### src/rtl/bit_entry_ctrl.sv
// -----------------------------------------------------------------------------
// bit_entry_ctrl
//   Front end of the LED shift stage. Turns three raw, bouncing, active-low
//   pushbuttons into clean single-cycle events on one clock:
//     - shift + n : enter a '0' (key0) or '1' (key1) into the display
//     - undo      : step the downstream history back by one entry
//   It also tracks how many bits are on display and how many undo steps are
//   still available.
//
//   Latency: a clean raw falling edge produces its event pulse exactly
//   DEB_CYCLES+3 cycles later (2 synchroniser stages + DEB_CYCLES of stable
//   debounce + 1 arbitration register).
//
//   Build option: define UNDO_EN to build the undo path. When it is left
//   undefined, keyu_raw is ignored, undo and undo_avail stay 0, and bit_count
//   only ever counts up.
//
// Ports
//   clk         in   1  system clock, all logic on posedge
//   reset       in   1  asynchronous, active-low reset
//   key0_raw    in   1  raw pushbutton for bit '0' (active-low, async)
//   key1_raw    in   1  raw pushbutton for bit '1' (active-low, async)
//   keyu_raw    in   1  raw pushbutton for undo    (active-low, async)
//   n           out  1  data bit, valid while shift=1, holds otherwise
//   shift       out  1  one-cycle pulse: downstream shifts n in
//   undo        out  1  one-cycle pulse: downstream restores history
//   conflict    out  1  one-cycle pulse: key0/key1 pressed in the same cycle
//   bit_count   out  5  bits on display, saturates at MAX_BITS
//   undo_avail  out  3  undo steps available, saturates at UNDO_DEPTH
// -----------------------------------------------------------------------------

// Per-key input path: 2-FF synchroniser, debouncer and registered press
// detector. press is a one-cycle pulse on the debounced 1->0 transition.
module bit_entry_key #(
    parameter int DEB_CYCLES = 1000
) (
    input  logic clk,
    input  logic reset,
    input  logic key_raw,
    output logic press
);
    localparam int CNT_W = (DEB_CYCLES > 2) ? $clog2(DEB_CYCLES) : 1;
    localparam logic [CNT_W-1:0] CNT_MAX = CNT_W'(DEB_CYCLES - 1);

    logic             sync1;
    logic             sync2;
    logic             deb;
    logic [CNT_W-1:0] cnt;

    // NOTE: every flop here, including the synchronisers, is reset so that a
    // reset mid-debounce leaves no stale partial count or pending pulse.
    always_ff @(posedge clk or negedge reset) begin
        if (!reset) begin
            sync1 <= 1'b1;
            sync2 <= 1'b1;
            deb   <= 1'b1;
            cnt   <= '0;
            press <= 1'b0;
        end else begin
            // NOTE: non-blocking assignments so every register samples the
            // values from before this edge, which is what makes sync1->sync2
            // a true two-stage chain.
            sync1 <= key_raw;
            sync2 <= sync1;
            press <= 1'b0;
            if (sync2 != deb) begin
                if (cnt == CNT_MAX) begin
                    // Level has differed for DEB_CYCLES consecutive cycles.
                    deb   <= sync2;
                    cnt   <= '0;
                    press <= ~sync2;
                end else begin
                    cnt <= cnt + 1'b1;
                end
            end else begin
                cnt <= '0;
            end
        end
    end
endmodule

module bit_entry_ctrl #(
    parameter int DEB_CYCLES = 1000,
    parameter int MAX_BITS   = 18,
    parameter int UNDO_DEPTH = 4
) (
    input  logic       clk,
    input  logic       reset,
    input  logic       key0_raw,
    input  logic       key1_raw,
    input  logic       keyu_raw,
    output logic       n,
    output logic       shift,
    output logic       undo,
    output logic       conflict,
    output logic [4:0] bit_count,
    output logic [2:0] undo_avail
);
    localparam logic [4:0] MAX_C   = 5'(MAX_BITS);
    localparam logic [2:0] DEPTH_C = 3'(UNDO_DEPTH);

    logic press_0;
    logic press_1;
    logic press_u;

    bit_entry_key #(.DEB_CYCLES(DEB_CYCLES)) u_key0 (
        .clk     (clk),
        .reset   (reset),
        .key_raw (key0_raw),
        .press   (press_0)
    );

    bit_entry_key #(.DEB_CYCLES(DEB_CYCLES)) u_key1 (
        .clk     (clk),
        .reset   (reset),
        .key_raw (key1_raw),
        .press   (press_1)
    );

`ifdef UNDO_EN
    localparam bit UNDO_ON = 1'b1;

    bit_entry_key #(.DEB_CYCLES(DEB_CYCLES)) u_keyu (
        .clk     (clk),
        .reset   (reset),
        .key_raw (keyu_raw),
        .press   (press_u)
    );
`else
    localparam bit UNDO_ON = 1'b0;

    // Undo key is not built; the raw pin is deliberately left unconnected.
    logic keyu_unused;
    assign keyu_unused = keyu_raw;
    assign press_u     = 1'b0;
`endif

    logic       n_nxt;
    logic       shift_nxt;
    logic       undo_nxt;
    logic       conflict_nxt;
    logic [4:0] bit_count_nxt;
    logic [2:0] undo_avail_nxt;

    // Arbitration: undo press beats any bit press; simultaneous key0/key1
    // presses cancel each other and raise conflict instead.
    always_comb begin
        // NOTE: all outputs get a default first so no path can infer a latch.
        n_nxt          = n;
        shift_nxt      = 1'b0;
        undo_nxt       = 1'b0;
        conflict_nxt   = 1'b0;
        bit_count_nxt  = bit_count;
        undo_avail_nxt = undo_avail;

        if (press_u) begin
            // With no history left the press is swallowed silently.
            if (undo_avail != 3'd0) begin
                undo_nxt       = 1'b1;
                undo_avail_nxt = undo_avail - 3'd1;
                if (bit_count != 5'd0) begin
                    bit_count_nxt = bit_count - 5'd1;
                end
            end
        end else if (press_0 && press_1) begin
            conflict_nxt = 1'b1;
        end else if (press_0 || press_1) begin
            n_nxt     = press_1;
            shift_nxt = 1'b1;
            // Shifts past a full display still pulse; only the count saturates.
            if (bit_count < MAX_C) begin
                bit_count_nxt = bit_count + 5'd1;
            end
            if (UNDO_ON && (undo_avail < DEPTH_C)) begin
                undo_avail_nxt = undo_avail + 3'd1;
            end
        end
    end

    always_ff @(posedge clk or negedge reset) begin
        if (!reset) begin
            n          <= 1'b0;
            shift      <= 1'b0;
            undo       <= 1'b0;
            conflict   <= 1'b0;
            bit_count  <= 5'd0;
            undo_avail <= 3'd0;
        end else begin
            n          <= n_nxt;
            shift      <= shift_nxt;
            undo       <= undo_nxt;
            conflict   <= conflict_nxt;
            bit_count  <= bit_count_nxt;
            undo_avail <= undo_avail_nxt;
        end
    end
endmodule

### config.mk
export PLATFORM = sky130hd
export DESIGN_NAME = bit_entry_ctrl
export DESIGN_NICKNAME = d
export VERILOG_FILES = /design/src/rtl/bit_entry_ctrl.sv
export SDC_FILE = /design/constraint.sdc
export NUM_CORES = 1
export LEC_CHECK = 0
export ABC_AREA = 1
export CAP_MARGIN = 20
export CORE_ASPECT_RATIO = 0.7
export CORE_MARGIN = 1
export CORE_UTILIZATION = 50
export CTS_CLUSTER_SIZE = 20
export DETAILED_ROUTE_END_ITERATION = 16
export PLACE_DENSITY_LB_ADDON = 0.12
export SYNTH_ARGS = -nofsm -noshare
export SYNTH_HDL_FRONTEND = slang
export SYNTH_SLANG_ARGS = --single-unit
### constraint.sdc
create_clock -name clk -period 1.83 [get_ports clk]
set_clock_uncertainty 0.15 [all_clocks]
set_input_delay 0.183 -clock clk [delete_from_list [all_inputs] [get_ports clk]]
set_output_delay 0.183 -clock clk [all_outputs]
set_load 0.01 [all_outputs]
## Yosys cells after proc, flatten, opt, wreduce, memory -nomap -nowiden

Index checks and enable logic that the tools add are counted.

- Output and inout bits: 12
- Logic and storage cells: 42
- Bits in registers: 36
- Input bits: 5

- Mux-type cells: 11
- Equality and inequality tests: 4
- Reductions and logical operators: 6
- Order comparisons: 1
- Bitwise logic cells: 3
- Add/subtract/negate cells: 3

Operator list:

| kind | number |
|---|---|
| $mux 10 | 4 |
| $add 10x1->10 const B | 2 |
| $eq 10x10->1 const B | 2 |
| $mux 1 | 7 |
| $reduce_and 2->1 | 3 |
| $add 5x1->5 const B | 1 |
| $lt 5x5->1 const B | 1 |
| $not 1->1 | 3 |
| $reduce_and 3->1 | 1 |
| $ne 1x1->1 | 2 |
| $logic_and 1x1->1 | 1 |
| $logic_or 1x1->1 | 1 |

## Depth between registers and ports, before layout

- Word-level depth: 3
- Gate-level depth with buffers: 9
- Gate-level depth less buffers: 9

## Cells and area by module

Synthesis repeated with hierarchy kept, for this count alone.

- Cell total of the unflattened synthesis: 193
- Area total of the unflattened synthesis: 1719.1 um2

By module, submodules not included:

| module | seq. area each (um2) | cells each | area an instance (um2) | instances |
|---|---|---|---|---|
| bit_entry_key (u_key0) | 354.1 | 77 | 668.1 | 1 |
| bit_entry_key (u_key1) | 354.1 | 68 | 645.6 | 1 |
| bit_entry_ctrl | 200.2 | 48 | 405.4 | 1 |

## Worst setup path after synthesis

OpenSTA, ideal clock, no wires.

- Path kind: reg2reg
- Start: register u_key0.cnt[0]
- End: register u_key0.cnt[0]
- Library setup time: 0.125 ns
- Buffers on the path: 0
- Path slack: 0.414 ns
- Clock period less this slack: 1.416 ns
- Data arrival time: 1.141 ns
- Cell stages (with the launch flop): 7
- Cells stage by stage: dfrtp_1 > ha_1 > nand2_1 > nor2_1 > nand3_4 > nand2_2 > nor2_1

- Word-level cells in the longest chain between the ends: 3

RTL lines:

| what | RTL line | RTL |
|---|---|---|
| start: declaration | 48 | `logic [CNT_W-1:0] cnt;` |
| start signal: assignment | 73 | `cnt <= cnt + 1'b1;` |
| $add 10x1->10 or $eq 10x10->1 (tied branches) | 73, 67 |  |
| $mux 10 * | 67 | `if (cnt == CNT_MAX) begin` |
| $mux 10 * | 66 | `if (sync2 != deb) begin` |

Every way passes the cells marked *; elsewhere a longest branch is shown, timed or not.
A chain may end at the register's enable or synchronous reset.

## Worst setup path after layout

Same ends and word-level chain as after synthesis.

==> run summary <==
Root buf cell - clkbuf_8
Final hold vios - 0
Dominant synthesized flop cell - dfrtp_1
Cts hold-fix bufs - 0
Count of different cell masters after synthesis - 28
Max-cap viol count - 0
Final WL - 3046 um
Starting Density - 53.90%
Initial antenna violation count - 0
Total via count in the routed design - 1274
WL per Instance - 11.76 um
Reg2reg start - u_key0.cnt[0]$_DFF_PN0_
Delay-heaviest family, CP - simple AND/OR/NAND/NOR gates
Crit. End Element - register
Share of cells above drive strength 1 - 14.62%
Die area - 3753 sq um
RSZ-0062 raised after global routing - no
Vias per Instance - 4.919
Pwr Density - 730.1 nW/um^2
Hold Crit Class - in -> reg
Largest family of logic cells by synthesized area - simple AND/OR/NAND/NOR gates
Cell count after synthesis - 193
GRT Total Usage - 19.06%
CTS tree - yes
Setup violations, final - 0
Compound-Gate Fraction of Synth Area - 3.709%
Hold Slack - 0.1530 ns
Post-synthesis mux area share - 0%
Synth top area share - 42.80%
First-pass GRT wire length - 5195 um
Leak - 0.9571 nW
Filler Cell Count - 269
WS Path Type - reg -> reg
DR DRC count - 0
Number of enable flip-flop cells after synthesis - 0
Postcts setup bufs - 0
XOR/XNOR Fraction of Synth Area - 3.852%
Overflow after GRT - 0
Register area share after synthesis - 51.78%
Worst R2R Path Depth - 6
Sequential Area - 908.4 sq um
I/O Buffers - 11
Largest net degree at the start of global routing - 37
Count leader, synth - nand2_1
Crit Reg-Reg Endpoint - u_key0.cnt[0]$_DFF_PN0_
Worst-path fanout max - 8
Worst Setup Start Kind - register
Maximum vdd drop - 0.0004719 V
Post-synth ARST share - 100.0%
Clock latency on the worst-skew pair - 0.28 ns
Clk slew on worst S/H paths - 0.06 ns
Layout net count - 220
Setup TNS - 0 ns
Avg Synthesized Cell Area - 9.089 sq um
Register bit total from synthesis - 36
H-tree lvl count - 2
Drt first-iter violations - 46
Num CTS Buffers - 5
Number of cell rows - 17
Area growth syn-to-layout - 14.12%
Ant. Diodes - 0
I/O Pins - 17
Max clock buf depth - 2
Worst-path cell chain - ha_1, nand2_1, nor2_1, nand3_4, nand2_2, nor2_1
CP required - 1.84 ns
Die Y - 51.56 um
Flop2flop setup slack - 0.19 ns
Tcrit/Tclk final - 89.86%
Synth Area in Simple Gates - 29.60%
Minimum clock period - 1.645 ns
TritonCTS Sinks - 36
Multi-input gate area - 716.9 sq um
Worst hold endpoint - u_key1.sync1$_DFF_PN1_
Gpl congestion - 0.8332
Post-DP HPWL - 2239 um
Area leader, netlist - dfrtp_1
Hold wc startpoint - key1_raw
Die X - 72.80 um
Final max-slew violation count - 0
Most used cell, CP - nor2_1
Hold depth - 1
Post-CTS sizing - 0
Critical Path Max Stage Delay - 0.50 ns
Total core area - 3254 sq um
Status - finished, final reports clean
Worst Path Arrival - 1.66 ns
Router iterations before antenna repair - 4
Post-route ant nets - 0
Slowest CP cell - dfrtp_1
Number of global-route vias before repair - 1204
Buf+Inv Stages, Crit Path - 0
Fraction of the mapped netlist area in adder cells - 2.853%
Yosys warnings - 0
Synth top area cells - dfrtp_1 (43%), dfstp_2 (9.0%), nand2_1 (7.7%)
Synth cell count leaders - nand2_1 (36), dfrtp_1 (30), inv_1 (28)
Area of the mapped netlist - 1754 sq um
Peak Freq - 0.6081 GHz
-- metrics by stage --
step	instances	total power, W	cell area [sq um]	setup WS, ns	util [%]
3_3_place_gp	251	0.0009047	1912	0.2513	58.75
4_1_cts	259	0.001477	2002	0.1959	61.51
2_1_floorplan	196	0.0008802	1765	0.4143	-
5_1_grt	259	0.001526	2002	0.06972	61.51
6_report	259	0.001462	2002	0.1855	61.51
3_5_place_dp	251	0.0009077	1912	0.2060	58.75
-- flip-flops by register name (all words and copies together) (netlist names) --
name / cells
bit_count: 5
conflict: 1
n: 1
shift: 1
u_key0.cnt: 10
u_key0.deb: 1
u_key0.press: 1
u_key0.sync1: 1
u_key0.sync2: 1
u_key1.cnt: 10
u_key1.deb: 1
u_key1.press: 1
u_key1.sync1: 1
u_key1.sync2: 1
-- layout by cell type, fill, tap and decap left out --
cell type / count
o21ai_0: 2
nor3b_2: 1
xor2_2: 2
clkbuf_1: 2
buf_4: 1
clkdlybuf4s50_1: 11
nand4_4: 1
xor2_1: 4
dfrtp_1: 30
nand3_1: 21
a21oi_4: 1
nand3b_1: 1
nor3b_1: 2
nor3_1: 4
a21oi_1: 4
nor2_1: 22
nand2_1: 36
clkbuf_8: 6
o21ai_1: 1
ha_1: 4
dfstp_2: 6
conb_1: 4
nor2_2: 4
nand2_2: 4
nand3_4: 1
nand4_1: 3
a21o_1: 1
nor2_4: 3
a31oi_1: 1
inv_1: 28
clkinv_2: 1
-- kinds of logic after synthesis --
logic type | count (synthesis)
and+or+nand+nor | 103
DFF | 36
buffers and inverters | 33
AOI/OAI and AO/OA | 10
xor gates and xnor gates | 6
adders and majority gates | 4
other | 1
-- worst max path at each step --
stage,startpoint,endpoint,cells after the start
floorplan,u_key0.cnt[0]$_DFF_PN0_,u_key0.cnt[0]$_DFF_PN0_,6
detailed placement,u_key0.cnt[0]$_DFF_PN0_,u_key0.cnt[0]$_DFF_PN0_,6
CTS,u_key0.cnt[0]$_DFF_PN0_,u_key0.cnt[0]$_DFF_PN0_,6
finish,u_key0.cnt[0]$_DFF_PN0_,u_key0.cnt[0]$_DFF_PN0_,6
global placement,u_key0.cnt[0]$_DFF_PN0_,u_key0.cnt[6]$_DFF_PN0_,6
global route,u_key0.cnt[0]$_DFF_PN0_,u_key0.cnt[8]$_DFF_PN0_,6
-- report_power, final --
part           internal (W)  switching, W  leakage, nW
sequential         0.000815     0.0000171        0.477
combinational     0.0000205     0.0000396        0.435
clock              0.000307      0.000263       0.0455
total               0.00114      0.000320        0.957
-- final cells by class --
| type | instances | area share, % |
|---|---|---|
| timing repair buffer | 12 | 5.875 |
| multi-input combinational | 127 | 35.81 |
| inverter | 29 | 5.500 |
| tap | 47 | 2.938 |
| sequential | 36 | 45.37 |
| clock buffer | 8 | 4.500 |
-- worst reg2reg max path: stages (launching register included) --
cell and delay, ns:
dfrtp_1 0.50, ha_1 0.24, nand2_1 0.08, nor2_1 0.22, nand3_4 0.14, nand2_2 0.14, nor2_1 0.05
-- metal layers --
metal  wire [um]  track usage [%]  up-vias
li1            -                -      629
met1        1552            24.61      605
met2        1319            29.75       36
met3         154            7.364        4
met4          20            6.209        0
met5           0                0        -
(Power assumes the default switching activity.)
